==> src/rtl/hazard_ctrl_if.sv <==
// Decode/EX side-band bundle between the pipeline and the hazard controller.
// The pipeline is the master; hazard_ctrl is the slave that returns the controls.
interface hazard_ctrl_if;
  logic        ID_vld;
  logic [5:0]  ID_rs1;
  logic [5:0]  ID_rs2;
  logic        ID_EX_vld;
  logic [5:0]  ID_EX_rd;
  logic [3:0]  ID_EX_mem_cmd;
  logic [4:0]  ID_EX_alu_func;
  logic        EX_take_branch;

  logic        IF_stall;
  logic        ID_stall;
  logic        ID_EX_bubble;
  logic        IF_ID_flush;
  logic        EX_hold;
  logic        EX_MEM_bubble;
  logic        md_done;
  logic [31:0] stall_cnt;

  modport master (
    output ID_vld, ID_rs1, ID_rs2, ID_EX_vld, ID_EX_rd, ID_EX_mem_cmd,
           ID_EX_alu_func, EX_take_branch,
    input  IF_stall, ID_stall, ID_EX_bubble, IF_ID_flush, EX_hold,
           EX_MEM_bubble, md_done, stall_cnt
  );

  modport slave (
    input  ID_vld, ID_rs1, ID_rs2, ID_EX_vld, ID_EX_rd, ID_EX_mem_cmd,
           ID_EX_alu_func, EX_take_branch,
    output IF_stall, ID_stall, ID_EX_bubble, IF_ID_flush, EX_hold,
           EX_MEM_bubble, md_done, stall_cnt
  );
endinterface

==> src/rtl/hazard_ctrl.sv <==
// Hazard controller for the 5-stage core: load-use interlock, MUL/DIV EX
// occupancy, taken-branch flush, and a saturating stall-cycle counter.
`ifndef ZERO_REG
`define ZERO_REG 6'd0
`endif
`ifndef MEM_NONE
`define MEM_NONE 4'h0
`endif

module hazard_ctrl #(
  parameter int MUL_LAT = 3,
  parameter int DIV_LAT = 16
) (
  input  logic          clk,
  input  logic          rst,
  hazard_ctrl_if.slave  hz
);

  // ALU function encodings of the multi-cycle ops (mem_cmd[3] marks a store).
  localparam logic [4:0] ALU_MUL    = 5'h10;
  localparam logic [4:0] ALU_MULH   = 5'h11;
  localparam logic [4:0] ALU_MULHSU = 5'h12;
  localparam logic [4:0] ALU_MULHU  = 5'h13;
  localparam logic [4:0] ALU_DIV    = 5'h14;
  localparam logic [4:0] ALU_DIVU   = 5'h15;
  localparam logic [4:0] ALU_REM    = 5'h16;
  localparam logic [4:0] ALU_REMU   = 5'h17;

  localparam logic [4:0] MUL_LAT_C = 5'(MUL_LAT);
  localparam logic [4:0] DIV_LAT_C = 5'(DIV_LAT);

  typedef enum logic {IDLE, BUSY} state_t;

  state_t      state_q, state_d;
  logic [4:0]  cnt_q, cnt_d;
  logic [31:0] stall_cnt_q, stall_cnt_d;

  logic       load_in_ex;
  logic       mul_in_ex;
  logic       div_in_ex;
  logic [4:0] lat;
  logic       start;
  logic       md_done_raw;
  logic       hold;
  logic       flush;
  logic       load_use;

  function automatic logic [31:0] sat_inc(input logic [31:0] v);
    return (v == 32'hFFFF_FFFF) ? v : v + 32'd1;
  endfunction

  always_comb begin
    load_in_ex = hz.ID_EX_vld && (hz.ID_EX_mem_cmd != `MEM_NONE) && !hz.ID_EX_mem_cmd[3];
    mul_in_ex  = hz.ID_EX_vld && (hz.ID_EX_alu_func == ALU_MUL  || hz.ID_EX_alu_func == ALU_MULH ||
                                  hz.ID_EX_alu_func == ALU_MULHSU || hz.ID_EX_alu_func == ALU_MULHU);
    div_in_ex  = hz.ID_EX_vld && (hz.ID_EX_alu_func == ALU_DIV  || hz.ID_EX_alu_func == ALU_DIVU ||
                                  hz.ID_EX_alu_func == ALU_REM  || hz.ID_EX_alu_func == ALU_REMU);
    lat        = mul_in_ex ? MUL_LAT_C : DIV_LAT_C;
  end

  // Occupancy FSM: cnt counts the remaining EX cycles of the op after this one.
  always_comb begin
    state_d     = state_q;
    cnt_d       = cnt_q;
    start       = 1'b0;
    md_done_raw = 1'b0;
    unique case (state_q)
      IDLE: begin
        if (mul_in_ex || div_in_ex) begin
          if (lat > 5'd1) begin
            start   = 1'b1;
            cnt_d   = lat - 5'd1;
            state_d = BUSY;
          end else begin
            md_done_raw = 1'b1;
          end
        end
      end
      BUSY: begin
        cnt_d = cnt_q - 5'd1;
        if (cnt_q == 5'd1) begin
          md_done_raw = 1'b1;
          state_d     = IDLE;
        end
      end
      default: state_d = IDLE;
    endcase
  end

  always_comb begin
    hold     = start || (state_q == BUSY && cnt_q > 5'd1);
    flush    = hz.EX_take_branch && hz.ID_EX_vld && !hold;
    load_use = load_in_ex && hz.ID_vld && (hz.ID_EX_rd != `ZERO_REG) &&
               (hz.ID_rs1 == hz.ID_EX_rd || hz.ID_rs2 == hz.ID_EX_rd);
  end

  always_comb begin
    hz.IF_stall      = 1'b0;
    hz.ID_stall      = 1'b0;
    hz.ID_EX_bubble  = 1'b0;
    hz.IF_ID_flush   = 1'b0;
    hz.EX_hold       = 1'b0;
    hz.EX_MEM_bubble = 1'b0;
    hz.md_done       = 1'b0;
    if (!rst) begin
      hz.md_done = md_done_raw;
      if (hold) begin
        hz.IF_stall      = 1'b1;
        hz.ID_stall      = 1'b1;
        hz.EX_hold       = 1'b1;
        hz.EX_MEM_bubble = 1'b1;
      end else if (flush) begin
        hz.IF_ID_flush  = 1'b1;
        hz.ID_EX_bubble = 1'b1;
      end else if (load_use) begin
        hz.IF_stall     = 1'b1;
        hz.ID_stall     = 1'b1;
        hz.ID_EX_bubble = 1'b1;
      end
    end
  end

  always_comb begin
    stall_cnt_d = stall_cnt_q;
    if (hz.IF_stall) stall_cnt_d = sat_inc(stall_cnt_q);
  end

  assign hz.stall_cnt = stall_cnt_q;

  always_ff @(posedge clk) begin
    if (rst) begin
      state_q     <= IDLE;
      cnt_q       <= 5'd0;
      stall_cnt_q <= 32'd0;
    end else begin
      state_q     <= state_d;
      cnt_q       <= cnt_d;
      stall_cnt_q <= stall_cnt_d;
    end
  end

endmodule

==> src/flat_wrapper.sv <==
// flat-port wrapper written by rule: the top's interface ports become plain ports
module hazard_ctrl_flat 
#(
  parameter int MUL_LAT = 3,
  parameter int DIV_LAT = 16
)
  (clk, rst, hz_ID_vld, hz_ID_rs1, hz_ID_rs2, hz_ID_EX_vld, hz_ID_EX_rd, hz_ID_EX_mem_cmd, hz_ID_EX_alu_func, hz_EX_take_branch, hz_IF_stall, hz_ID_stall, hz_ID_EX_bubble, hz_IF_ID_flush, hz_EX_hold, hz_EX_MEM_bubble, hz_md_done, hz_stall_cnt);
  hazard_ctrl_if hz_i ();
  input  logic clk;
  input  logic rst;
  input wire logic [$bits(hz_i.ID_vld)-1:0] hz_ID_vld;
  input wire logic [$bits(hz_i.ID_rs1)-1:0] hz_ID_rs1;
  input wire logic [$bits(hz_i.ID_rs2)-1:0] hz_ID_rs2;
  input wire logic [$bits(hz_i.ID_EX_vld)-1:0] hz_ID_EX_vld;
  input wire logic [$bits(hz_i.ID_EX_rd)-1:0] hz_ID_EX_rd;
  input wire logic [$bits(hz_i.ID_EX_mem_cmd)-1:0] hz_ID_EX_mem_cmd;
  input wire logic [$bits(hz_i.ID_EX_alu_func)-1:0] hz_ID_EX_alu_func;
  input wire logic [$bits(hz_i.EX_take_branch)-1:0] hz_EX_take_branch;
  output wire logic [$bits(hz_i.IF_stall)-1:0] hz_IF_stall;
  output wire logic [$bits(hz_i.ID_stall)-1:0] hz_ID_stall;
  output wire logic [$bits(hz_i.ID_EX_bubble)-1:0] hz_ID_EX_bubble;
  output wire logic [$bits(hz_i.IF_ID_flush)-1:0] hz_IF_ID_flush;
  output wire logic [$bits(hz_i.EX_hold)-1:0] hz_EX_hold;
  output wire logic [$bits(hz_i.EX_MEM_bubble)-1:0] hz_EX_MEM_bubble;
  output wire logic [$bits(hz_i.md_done)-1:0] hz_md_done;
  output wire logic [$bits(hz_i.stall_cnt)-1:0] hz_stall_cnt;
  assign hz_i.ID_vld = hz_ID_vld;
  assign hz_i.ID_rs1 = hz_ID_rs1;
  assign hz_i.ID_rs2 = hz_ID_rs2;
  assign hz_i.ID_EX_vld = hz_ID_EX_vld;
  assign hz_i.ID_EX_rd = hz_ID_EX_rd;
  assign hz_i.ID_EX_mem_cmd = hz_ID_EX_mem_cmd;
  assign hz_i.ID_EX_alu_func = hz_ID_EX_alu_func;
  assign hz_i.EX_take_branch = hz_EX_take_branch;
  assign hz_IF_stall = hz_i.IF_stall;
  assign hz_ID_stall = hz_i.ID_stall;
  assign hz_ID_EX_bubble = hz_i.ID_EX_bubble;
  assign hz_IF_ID_flush = hz_i.IF_ID_flush;
  assign hz_EX_hold = hz_i.EX_hold;
  assign hz_EX_MEM_bubble = hz_i.EX_MEM_bubble;
  assign hz_md_done = hz_i.md_done;
  assign hz_stall_cnt = hz_i.stall_cnt;
  hazard_ctrl #(.MUL_LAT(MUL_LAT), .DIV_LAT(DIV_LAT)) u_core (.clk(clk), .rst(rst), .hz(hz_i));
endmodule
==> config.mk <==
export PLATFORM = sky130hd
export DESIGN_NAME = hazard_ctrl_flat
export DESIGN_NICKNAME = d
export VERILOG_FILES = /design/src/rtl/hazard_ctrl_if.sv /design/src/rtl/hazard_ctrl.sv /design/src/flat_wrapper.sv
export SDC_FILE = /design/constraint.sdc
export NUM_CORES = 1
export LEC_CHECK = 0
export BUFFER_PORTS_ARGS = -buffer_cell sky130_fd_sc_hd__buf_2
export CORE_ASPECT_RATIO = 1.4
export CORE_UTILIZATION = 55
export DETAILED_ROUTE_END_ITERATION = 8
export MAX_ROUTING_LAYER = met4
export PLACE_DENSITY = 0.85
export SLEW_MARGIN = 20
export SYNTH_ARGS = -nofsm -noshare
export SYNTH_HDL_FRONTEND = slang
export SYNTH_SLANG_ARGS = --single-unit
==> constraint.sdc <==
create_clock -name clk -period 4 [get_ports clk]
set_clock_uncertainty 0.1 [all_clocks]
set_input_delay 0.4 -clock clk [delete_from_list [all_inputs] [get_ports clk]]
set_output_delay 0.4 -clock clk [all_outputs]
set_load 0.005 [all_outputs]
==> out/results.txt, run 1 <==
The flow ran to the end, and the final reports show no timing, DRC or antenna violations. The arrival time at the worst endpoint was 3030 ps; the row count was 26. Average wire per cell in the routed design: 14.4 um.

The accumulated negative setup slack is 0 ps, and the horizontal die dimension is 55.7 um. The largest fanout of any net on the critical path was 26; the clock transition at the registers of the reported paths was 70 ps. The worst pin sits at a relative slew slack of 33.8%. Number of global-route vias before repair: 1950. Setup repair after global routing left no endpoint under its margin. The worst setup path is captured at a register. For this design the ratio of total power to cell area is 300 nW/um^2.

The die covers 4300 sq um. Clock tree synthesis found a total of 38 sinks. Class of the worst hold path: in -> reg. The tools report the post-detailed-routing wire length as 5300 um.

In the synthesized netlist the dominant register cell turns out to be sky130_fd_sc_hd__dfxtp_1. During I/O placement, the number of pins put on the boundary was 71. The worst setup path is launched from a register. The floorplan step defined a core boundary enclosing 3740 sq um.

The overflow left after global routing was 0; the number of non-filler instances in the completed layout was 369. The fraction of final layout cells with drive strength greater than 1 is 25.7%, and the length in cells of the worst reg-to-reg path is 7. In this run, synthesis produced a sequential element count of 38.

The post-synthesis cell count was 265. The final setup violation count is 0. For the global-route wire length before repair, the log shows 8640 um. The tools report the initial cell density of the core as 59.3%. The worst setup path is of the reg -> reg kind. The mean cell area of the mapped netlist was 8.37 sq um. The tools report the total power after layout as 0.782 mW. For the number of antenna violations at the first check in global routing, the log shows 0. The clock root buffer was sky130_fd_sc_hd__clkbuf_8.

The Yosys step of the flow raised 0 warnings. The count of distinct cell types in the synthesized netlist is 47. 0 antenna diodes ended up in the layout. Counting instances, the worst hold path has a depth of 3.

TritonCTS created 5 clock buffers. In this run the vertical extent of the chip is 77.1 um. The time the final worst path needs with I/O delays and setup was 2940 ps; the timing-limited maximum frequency was 340 MHz. Once placement completed, the tool counted placed cells totaling 361.

After layout, the worst path uses 73.5% of the clock period. The overall track demand over capacity in global routing is 25.4%, and the final RePlAce weighted congestion is 0.852. STA puts the critical path data required time at 4090 ps. For the total nets after synthesis, the log shows 300. Max-cap violations in this run came to 0.

From synthesis to final layout, the design area changed by 17.7%. For the insertion delay of the later-clocked pin in the worst-skew pair, the log shows 300 ps. The analysis attributes to cell leakage a power of 1.12 nW. Counting flops with an async set or reset pin after synthesis yields a share of 0%. For this design, the CTS-stage hold fixing added 0 buffers.

Sequential cells were found to cover 34.3% of the synthesized design area. The final layout contains 361 nets. Once detail routing completed, the nets flagged for antenna violations numbered 0. Before antenna repair, the detailed router went through 4 iterations. The final hold violation count is 0, and the count of routing violations after the opening detailed-route iteration is 77. In the routed design, unresolved DRC markers number 0. In this run the deepest clock path goes through 2 buffers.

The H-tree was split into 2 levels. Using the TritonRoute via totals, the vias-per-cell ratio works out to 5.88. In this run, post-CTS repair resized a total of 0 instances.

The sum of net half-perimeters after detailed placement was 3760 um; the transition time of the tightest slew-check pin was 993 ps. The maximum ir drop on the vdd rail is 256 uV, and the number of flops mapped to enable cells by yosys is 0. The count of final max-slew check failures is 0, and the quantity of I/O buffers inserted on ports is 68. The tools report the smallest hold slack as 290 ps.

TritonCTS built the clock tree. The synthesized netlist occupies a cell area of 2220 sq um. The number of buffers inserted to repair setup after CTS is 0. Across all layers, the routed design uses 2170 vias. Entering global routing, the biggest net connects 37 pins.
## path summary, 6_finish.rpt
kind	to	start	slack (ps)
worst max-delay path	u_core.hz.stall_cnt[27]$_SDFFE_PP0P_	u_core.state_q$_SDFF_PP0_	1060
worst min-delay path	u_core.cnt_q[0]$_SDFFE_PP0P_	hz_ID_EX_alu_func[2]	290
worst max register to register	u_core.hz.stall_cnt[27]$_SDFFE_PP0P_	u_core.state_q$_SDFF_PP0_	1060
worst min register to register	u_core.hz.stall_cnt[4]$_SDFFE_PP0P_	u_core.hz.stall_cnt[4]$_SDFFE_PP0P_	390
## synthesized netlist by cell type, types with 3 or more instances
cell / count / area (sq um)
sky130_fd_sc_hd__dfxtp_1: 38 / 761
sky130_fd_sc_hd__nor2_1: 36 / 135
sky130_fd_sc_hd__nand3_1: 24 / 120
sky130_fd_sc_hd__nand2_1: 23 / 86.3
sky130_fd_sc_hd__xor2_1: 22 / 193
sky130_fd_sc_hd__and3_1: 12 / 75.1
sky130_fd_sc_hd__nand4_1: 12 / 75.1
sky130_fd_sc_hd__xnor2_1: 12 / 105
sky130_fd_sc_hd__buf_6: 7 / 78.8
sky130_fd_sc_hd__a21oi_1: 6 / 30.0
sky130_fd_sc_hd__nor3_1: 6 / 30.0
sky130_fd_sc_hd__and4_1: 4 / 35.0
sky130_fd_sc_hd__inv_1: 4 / 15.0
sky130_fd_sc_hd__nor4_1: 4 / 25.0
sky130_fd_sc_hd__o21ai_0: 4 / 20.0
sky130_fd_sc_hd__clkbuf_1: 3 / 11.3
sky130_fd_sc_hd__ha_1: 3 / 37.5
sky130_fd_sc_hd__nand4b_1: 3 / 26.3
sky130_fd_sc_hd__or3_1: 3 / 18.8
## per-layer routing
metal	track usage [%]	share of wire [%]	up-vias
li1	-	-	1068
met1	27.3	41	1025
met2	44.9	52	67
met3	3.71	4.8	10
met4	12.3	2.0	0
met5	-	0	-
## layout by cell type, fill, tap and decap left out, types with 3 or more instances in the layout
cell / count
sky130_fd_sc_hd__clkbuf_8: 8
sky130_fd_sc_hd__nor4_1: 4
sky130_fd_sc_hd__inv_1: 4
sky130_fd_sc_hd__ha_1: 3
sky130_fd_sc_hd__dfxtp_1: 38
sky130_fd_sc_hd__buf_2: 68
sky130_fd_sc_hd__nand2_1: 23
sky130_fd_sc_hd__or3_1: 3
sky130_fd_sc_hd__xnor2_1: 12
sky130_fd_sc_hd__o21ai_0: 4
sky130_fd_sc_hd__nand4_1: 12
sky130_fd_sc_hd__nor3_1: 6
sky130_fd_sc_hd__and3_1: 12
sky130_fd_sc_hd__a21oi_1: 6
sky130_fd_sc_hd__xor2_1: 22
sky130_fd_sc_hd__and4_1: 4
sky130_fd_sc_hd__nand4b_1: 3
sky130_fd_sc_hd__nor2_1: 36
sky130_fd_sc_hd__nand3_1: 24
## cell families after synthesis
family / Yosys count / synth area share (%)
AO/OA/AOI/OAI: 26 / 8.18
multiplexers: 3 / 1.58
adder cells (fa/ha/maj): 3 / 1.69
flip-flops: 38 / 34.3
buffers and inverters: 19 / 6.03
XOR/XNOR: 34 / 13.4
AND/OR/NAND/NOR: 142 / 34.8
## flip-flops by register name (all words and copies together), names as in the netlist
| name | cells |
|---|---|
| u_core.cnt_q | 5 |
| u_core.hz.stall_cnt | 32 |
| u_core.state_q | 1 |
## power by group
group | total (mW) | switching (mW) | leakage (nW) | internal [mW]
sequential | 0.391 | 0.00767 | 0.307 | 0.383
clock | 0.312 | 0.138 | 0.0575 | 0.174
combinational | 0.0790 | 0.0435 | 0.756 | 0.0355
total | 0.782 | 0.189 | 1.12 | 0.593
## final cells by class
type | count | area [sq um]
flip-flops and latches | 38 | 761
inverters | 4 | 15.0
clock buffers | 8 | 110
well taps | 42 | 52.6
multi-input cells | 208 | 1320
repair buffers | 69 | 348
fillers | 320 | 1130
## stage by stage
stage                     setup slack, ps  util, %  cell area (sq um)
final                                1060     69.8               2610
after floorplan                      1760        -               2220
after detailed placement             1040     66.8               2500
after CTS                            1110     69.8               2610
after global placement               1110     66.8               2500
after global routing                  864     69.8               2610
## critical path, cell delays in order (launching register included)
cell and delay, ps:
sky130_fd_sc_hd__dfxtp_1 490, sky130_fd_sc_hd__inv_1 160, sky130_fd_sc_hd__nand2_1 220, sky130_fd_sc_hd__and3_1 240
sky130_fd_sc_hd__a41o_1 770, sky130_fd_sc_hd__nand2_8 140, sky130_fd_sc_hd__nor4_2 380, sky130_fd_sc_hd__mux2_4 330
(Power assumes the default switching activity.)
==> run 2, diff against run 1 <==
--- a/config.mk
+++ b/config.mk
@@ -7,10 +7,10 @@
 export LEC_CHECK = 0
 export BUFFER_PORTS_ARGS = -buffer_cell sky130_fd_sc_hd__buf_2
 export CORE_ASPECT_RATIO = 1.4
-export CORE_UTILIZATION = 55
+export CORE_UTILIZATION = 46
 export DETAILED_ROUTE_END_ITERATION = 8
 export MAX_ROUTING_LAYER = met4
-export PLACE_DENSITY = 0.85
+export PLACE_DENSITY = 0.76
 export SLEW_MARGIN = 20
 export SYNTH_ARGS = -nofsm -noshare
 export SYNTH_HDL_FRONTEND = slang
==> constraint.sdc (replaced) <==
create_clock -name clk -period 2.61 [get_ports clk]
set_clock_uncertainty 0.1 [all_clocks]
set_input_delay 0.261 -clock clk [delete_from_list [all_inputs] [get_ports clk]]
set_output_delay 0.261 -clock clk [all_outputs]
set_load 0.005 [all_outputs]
==> out/results.txt, run 2 (synthesis gave the netlist of run 1 again) <==
The clock period could shrink to 2480 ps. The average wire per cell in the routed design is 13.2 um (was 14.4 um). The run gives 392 uV (was 256 uV) as the maximum ir drop on the vdd rail. The overall track demand over capacity in global routing was 22.1% (was 25.4%); the sequential cell area was 761 sq um (unchanged).

The row count is 29 (was 26). The count of inserted antenna diode cells is 0 (unchanged). Highest-count cells in the layout ignoring fill and taps: sky130_fd_sc_hd__buf_2 (68), sky130_fd_sc_hd__dfxtp_1 (38), sky130_fd_sc_hd__nor2_1 (36) (unchanged). For the residual DRC count, the log shows 0 (unchanged).

The number of flip-flops under the largest register name was 32 (unchanged); the number of global-route vias before repair was 1990 (was 1950). The length in cells of the worst reg-to-reg path works out to 8 (was 7). The height of the die works out to 84.2 um (was 77.1 um).

The run gives 4 (unchanged) as the number of detailed-routing iterations run before antenna repair. Endpoint kind of the worst setup timing path: an output pin (was a register). The logs give 38 (unchanged) for the total number of clock tree sinks and 0 (unchanged) for the final hold violation count. The overflow left after global routing is 0 (unchanged), and the fraction of final layout cells with drive strength greater than 1 is 26.9% (was 25.7%). The clock transition at the registers of the reported paths came out at 70 ps (about the same). The accumulated negative setup slack is 0 ps (unchanged), and the insertion delay of the later-clocked pin in the worst-skew pair is 300 ps (about the same). Synthesis-to-layout area growth: 20.3% (was 17.7%). The run finished with clean final reports. Setup repair after global routing left no endpoint under its margin. Count of final max-slew check failures: 0 (unchanged).

The tools report the startpoint of the worst-slack reg-to-reg timing path as u_core.state_q$_SDFF_PP0_ (unchanged). The area of the core was 4570 sq um (was 3740 sq um); the area taken by multi-input logic gates was 1320 sq um (unchanged). The capture instance of the worst register-to-register path is u_core.hz.stall_cnt[26]$_SDFFE_PP0P_ (was u_core.hz.stall_cnt[27]$_SDFFE_PP0P_).

The tools report the floorplan die area as 5110 sq um (was 4300 sq um). Critical path startpoint category: a register (unchanged). The number of ports placed on the die boundary is 71 (unchanged).

The antenna violation net count after detailed routing is 0 (unchanged), and the count of routing violations after the opening detailed-route iteration is 63 (was 77). The tools report the number of buffers inserted to repair setup after CTS as 0 (unchanged). The slack of the worst reg-to-reg path is 240 ps (was 1060 ps), and the vias after detailed routing is 2156 (was 2170).

The average vias per placed instance works out to 5.44 (was 5.88). TritonCTS built the clock tree. The initial cell density of the core was 48.5% (was 59.3%). The transition time of the tightest slew-check pin works out to 368 ps (was 993 ps). The number of clock buffers inserted by TritonCTS came out at 5 (unchanged).

For the fill cell total of the finished layout, the log shows 455 (was 320). Largest fanout of any net on the critical path: 12 (was 26). End point of the worst hold path: u_core.cnt_q[0]$_SDFFE_PP0P_ (unchanged). The tools report the worst min-delay path startpoint as hz_ID_EX_alu_func[2] (unchanged). The logs give 75.4% (was 33.8%) for the headroom to the max-slew limit and 0 (unchanged) for the final setup violation count.

The arrival time at the worst endpoint is 2120 ps (was 3030 ps), and the timing-limited maximum frequency is 402 MHz. Most frequent standard cell in the layout excluding fill and tap cells: sky130_fd_sc_hd__buf_2 (unchanged). For the leakage component of the power, the log shows 1.15 nW (was 1.12 nW). The class of the worst hold path was in -> reg (unchanged). The quantity of I/O buffers inserted on ports was 68 (unchanged); the worst path required time was 2250 ps (was 4090 ps). The clock root buffer is sky130_fd_sc_hd__clkbuf_8 (unchanged). The tools report the layout net count as 368 (was 361).

The hold path depth was 3 (unchanged); the deepest level of the CTS H-tree was 2 (unchanged). The run gives 3840 um (was 3760 um) as the sum of net half-perimeters after detailed placement. Count of maximum capacitance violations: 0 (unchanged). Class of the most critical setup path: reg -> out (was reg -> reg). The number of hold buffers added after CTS is 0 (unchanged), and the number of antenna violations at the first check in global routing is 0 (unchanged). The horizontal die dimension is 60.7 um (was 55.7 um). The largest net degree at the start of global routing is 37 (unchanged), and the share of the clock period used by the worst path is 95.2%.

The final RePlAce weighted congestion was 0.826 (was 0.852); the total power after layout was 1.14 mW (was 0.782 mW). The power per unit of standard cell area is 428 nW/um^2 (was 300 nW/um^2). For the number of resized instances in the post-cts repair step, the log shows 0 (unchanged). The maximum buffer depth of the clock tree came out at 2 (unchanged). For the global-route wire length before repair, the log shows 8400 um (was 8640 um). The post-detailed-routing wire length came out at 5220 um (was 5300 um).
## run 2: cell count changes in the layout (fill, tap and decap cells not counted)
cell                       before  now
sky130_fd_sc_hd__clkinv_2       0    1
sky130_fd_sc_hd__clkbuf_8       8    6
sky130_fd_sc_hd__clkbuf_1       0    1
sky130_fd_sc_hd__buf_4          1    8
## run 2: layer usage
metal  vias to the layer above  global-route usage (%)  share of wire (%)
li1                       1072                       -                  -
met1                      1010                    23.0                 42
met2                        66                    38.7                 51
met3                         8                    4.47                5.3
met4                         0                    9.30                1.9
met5                         -                       -                  0
## run 2: cell type report
type,instances,share of cell area [%]
repair buffers,76,15.0
inverters,4,0.563
well taps,62,2.91
flip-flops and latches,38,28.5
clock inverters,1,0.188
clock buffers,7,3.23
multi-input cells,208,49.6
## run 2: worst max path at each step
| stage | end | slack, ps | startpoint |
|---|---|---|---|
| after global routing | hz_IF_stall | 30 | u_core.state_q$_SDFF_PP0_ |
| after global placement | u_core.hz.stall_cnt[24]$_SDFFE_PP0P_ | 330 | hz_ID_EX_rd[3] |
| after CTS | hz_IF_stall | 150 | u_core.state_q$_SDFF_PP0_ |
| after detailed placement | u_core.hz.stall_cnt[26]$_SDFFE_PP0P_ | 290 | u_core.cnt_q[1]$_SDFFE_PP0P_ |
| final | hz_IF_stall | 130 | u_core.state_q$_SDFF_PP0_ |
| after floorplan | u_core.hz.stall_cnt[27]$_SDFFE_PP0P_ | 490 | u_core.cnt_q[1]$_SDFFE_PP0P_ |
## run 2: worst max-delay path, stage by stage, from the launching register on
cell	delay (ps)
sky130_fd_sc_hd__dfxtp_1	480
sky130_fd_sc_hd__nor4b_2	360
sky130_fd_sc_hd__o21ai_2	120
sky130_fd_sc_hd__and3_1	210
sky130_fd_sc_hd__a41o_1	300
sky130_fd_sc_hd__buf_4	220
sky130_fd_sc_hd__buf_2	140
## run 2: power by group
group	internal (mW)	switching, mW
sequential	0.588	0.0107
clock	0.213	0.207
combinational	0.0564	0.0674
total	0.857	0.286
## run 2: per-stage QoR
stage | util [%] | area (sq um) | hold WS (ps) | cells | setup slack, ps
after floorplan | - | 2220 | 311 | 265 | 493
after global placement | 56.4 | 2580 | 364 | 388 | 330
after detailed placement | 56.4 | 2580 | 379 | 388 | 292
after CTS | 58.4 | 2670 | 142 | 396 | 150
after global routing | 58.4 | 2670 | 155 | 396 | 28.8
final | 58.4 | 2670 | 149 | 396 | 125
==> run 3, diff against run 2 <==
--- a/config.mk
+++ b/config.mk
@@ -7,10 +7,10 @@
 export LEC_CHECK = 0
 export BUFFER_PORTS_ARGS = -buffer_cell sky130_fd_sc_hd__buf_2
 export CORE_ASPECT_RATIO = 1.4
-export CORE_UTILIZATION = 46
+export CORE_UTILIZATION = 45
 export DETAILED_ROUTE_END_ITERATION = 8
 export MAX_ROUTING_LAYER = met4
-export PLACE_DENSITY = 0.76
+export PLACE_DENSITY = 0.75
 export SLEW_MARGIN = 20
 export SYNTH_ARGS = -nofsm -noshare
 export SYNTH_HDL_FRONTEND = slang
==> out/results.txt, run 3 (synthesis gave the netlist of run 1 again) <==
The average vias per placed instance was 5.49 (was 5.44); the horizontal die dimension was 61.3 um (was 60.7 um). The logs give 368 (unchanged) for the layout net count and 0 (unchanged) for the final hold violation count. The tools report the endpoint kind of the worst setup timing path as an output pin (unchanged). Most frequent standard cell in the layout excluding fill and tap cells: sky130_fd_sc_hd__buf_2 (unchanged). The quantity of I/O buffers inserted on ports was 68 (unchanged).

Setup repair after global routing left no endpoint under its margin. The height of the die was 85.1 um (was 84.2 um). Worst-path cell chain: nor4b_2 > o21ai_2 > and3_1 > a41o_1 > buf_12 > buf_2 (was nor4b_2 > o21ai_2 > and3_1 > a41o_1 > buf_4 > buf_2).

The slack of the worst reg-to-reg path was 260 ps (was 240 ps); the hold path depth was 3 (unchanged). The transition time of the tightest slew-check pin came out at 379 ps (was 368 ps). For the number of antenna violations at the first check in global routing, the log shows 0 (unchanged). Number of flip-flops under the largest register name: 32 (unchanged). The fraction of power spent switching nets is 24.2% (was 25.0%). The clock transition at the registers of the reported paths is 70 ps (about the same).

The post-detailed-routing wire length came out at 5390 um (was 5220 um). The run gives 280 ps (was 300 ps) as the insertion delay of the later-clocked pin in the worst-skew pair. The run gives 2250 ps (about the same) as the worst path required time. For the row count, the log shows 29 (unchanged).

The sequential power share is 53.4% (was 52.4%). The share of total power in combinational logic came out at 11.4% (was 10.8%). Sequential cell area: 761 sq um (unchanged). The area of the core is 4640 sq um (was 4570 sq um).

The tools report the number of detailed-routing iterations run before antenna repair as 4 (unchanged). The number of hold buffers added after CTS was 0 (unchanged); the cell-internal power was 0.850 mW (was 0.857 mW). Largest fanout of any net on the critical path: 23 (was 12). The share of the clock period used by the worst path was 95.6% (was 95.2%); the maximum buffer depth of the clock tree was 2 (unchanged).

Class of the most critical setup path: reg -> out (unchanged). The largest net degree at the start of global routing was 37 (unchanged); the fraction of final layout cells with drive strength greater than 1 was 26.8% (was 26.9%). Initial cell density of the core: 47.8% (was 48.5%).

TritonCTS built the clock tree. The run gives 2165 (was 2156) as the vias after detailed routing. For the antenna violation net count after detailed routing, the log shows 0 (unchanged).

The final setup violation count is 0 (unchanged). The tools report the leakage component of the power as 1.14 nW (was 1.15 nW). The tools report the capture instance of the worst register-to-register path as u_core.hz.stall_cnt[27]$_SDFFE_PP0P_ (was u_core.hz.stall_cnt[26]$_SDFFE_PP0P_). The number of buffers inserted to repair setup after CTS was 0 (unchanged); the residual DRC count was 0 (unchanged). The tools report the number of non-filler instances in the completed layout as 394 (was 396). The critical-path cell with the highest stage delay is sky130_fd_sc_hd__dfxtp_1 (unchanged). The number of global-route vias before repair came out at 1958 (was 1990). The end point of the worst hold path was u_core.cnt_q[0]$_SDFFE_PP0P_ (unchanged).

The overflow left after global routing was 0 (unchanged). The total cell area at the placement stage came out at 2590 sq um (was 2580 sq um). Worst min-delay path startpoint: hz_ID_EX_alu_func[2] (unchanged). The timing-limited maximum frequency is 401 MHz (was 402 MHz).

The total instance count after detailed placement is 388 (unchanged), and the number of resized instances in the post-cts repair step is 0 (unchanged). The class of the worst hold path was in -> reg (unchanged). The maximum ir drop on the vdd rail was 321 uV (was 392 uV); the final RePlAce weighted congestion was 0.846 (was 0.826).

The critical path's largest stage delay works out to 480 ps (about the same). The startpoint of the worst-slack reg-to-reg timing path was u_core.cnt_q[1]$_SDFFE_PP0P_ (was u_core.state_q$_SDFF_PP0_). For the floorplan die area, the log shows 5220 sq um (was 5110 sq um).

For the deepest level of the CTS H-tree, the log shows 2 (unchanged). The power per unit of standard cell area works out to 420 nW/um^2 (was 428 nW/um^2). The count of routing violations after the opening detailed-route iteration was 85 (was 63); the count of maximum capacitance violations was 0 (unchanged). The critical path startpoint category was a register (unchanged). The fill cell total of the finished layout is 456 (was 455). The accumulated negative setup slack is 0 ps (unchanged). The logs give 74.8% (was 75.4%) for the headroom to the max-slew limit and 35.2% (was 36.8%) for the fraction of power consumed by the clock network.

The flow ran to the end, and the final reports show no timing, DRC or antenna violations. The number of ports placed on the die boundary is 71 (unchanged). The total number of clock tree sinks came out at 38 (unchanged). Overall track demand over capacity in global routing: 21.5% (was 22.1%).

The average wire per cell in the routed design is 13.7 um (was 13.2 um). The net switching power of the design was 0.271 mW (was 0.286 mW). Number of clock buffers inserted by TritonCTS: 5 (unchanged).

The logs give 1320 sq um (unchanged) for the area taken by multi-input logic gates and 2130 ps (was 2120 ps) for the arrival time at the worst endpoint. For the sum of net half-perimeters after detailed placement, the log shows 3930 um (was 3840 um). The length in cells of the worst reg-to-reg path is 8 (unchanged), and the synthesis-to-layout area growth is 20.5% (was 20.3%). The count of final max-slew check failures was 0 (unchanged). Highest-count cells in the layout ignoring fill and taps: sky130_fd_sc_hd__buf_2 (68), sky130_fd_sc_hd__dfxtp_1 (38), sky130_fd_sc_hd__nor2_1 (36) (unchanged). Clock root buffer: sky130_fd_sc_hd__clkbuf_8 (unchanged). The global-route wire length before repair was 8440 um (was 8400 um). The time the final worst path needs with I/O delays and setup was 2490 ps (was 2480 ps); the count of inserted antenna diode cells was 0 (unchanged). For the post-route standard cell area excluding fillers, the log shows 2670 sq um (about the same). The run gives 164 ps (was 149 ps) as the smallest hold slack.
==> run 3: cell types whose count changed in the layout (fill, tap and decap cells not counted) <==
cell / delta
sky130_fd_sc_hd__buf_12: +1
sky130_fd_sc_hd__buf_4: -1
sky130_fd_sc_hd__clkbuf_1: -1
sky130_fd_sc_hd__clkinv_2: -1
==> run 3: area by class of cell <==
| cell class | count | area share (%) |
|---|---|---|
| clock buffers | 6 | 3.09 |
| inverters | 4 | 0.562 |
| multi-input cells | 208 | 49.5 |
| flip-flops and latches | 38 | 28.5 |
| well taps | 62 | 2.90 |
| repair buffers | 76 | 15.4 |
==> run 3: critical path: cells and delay by family (launching register included) <==
kind	cells	cell delay (ps)
AND/OR/NAND/NOR	2	560
flip-flops	1	480
AO/OA/AOI/OAI	2	460
buffers and inverters	2	340
==> run 3: power groups by stage <==
stage / sequential (mW) / clock [mW] / combinational [mW]
6_report: 0.599 / 0.395 / 0.127
5_1_grt: 0.600 / 0.426 / 0.144
4_1_cts: 0.599 / 0.408 / 0.128
3_5_place_dp: 0.612 / 0 / 0.128
3_3_place_gp: 0.611 / 0 / 0.125
2_1_floorplan: 0.609 / 0 / 0.0822
==> run 3: worst max-delay path by stage <==
stage	from	end	slack, ps
final	u_core.state_q$_SDFF_PP0_	hz_IF_stall	120
after CTS	u_core.state_q$_SDFF_PP0_	hz_IF_stall	110
after global routing	u_core.state_q$_SDFF_PP0_	hz_IF_stall	30
after floorplan	u_core.cnt_q[1]$_SDFFE_PP0P_	u_core.hz.stall_cnt[27]$_SDFFE_PP0P_	490
after global placement	u_core.cnt_q[1]$_SDFFE_PP0P_	u_core.hz.stall_cnt[27]$_SDFFE_PP0P_	300
after detailed placement	hz_ID_EX_rd[4]	u_core.hz.stall_cnt[27]$_SDFFE_PP0P_	230
==> run 3: layer usage <==
metal  global-route usage (%)  routed length [um]  part of all wire, %  vias to the layer above
li1                         -                   -                    -                     1071
met2                     37.9                2820                   52                       81
met5                        -                   0                    0                        -
met1                     23.6                2160                   40                     1004
met4                     8.08                  80                  1.5                        0
met3                     2.90                 333                  6.2                        9
==> run 3: through the flow <==
stage	total power [mW]	worst slack (ps)	utilization (%)
after floorplan	0.691	493	-
after global placement	0.736	303	55.8
after detailed placement	0.740	231	55.8
after CTS	1.14	110	57.5
after global routing	1.17	27.2	57.5
final	1.12	115	57.5
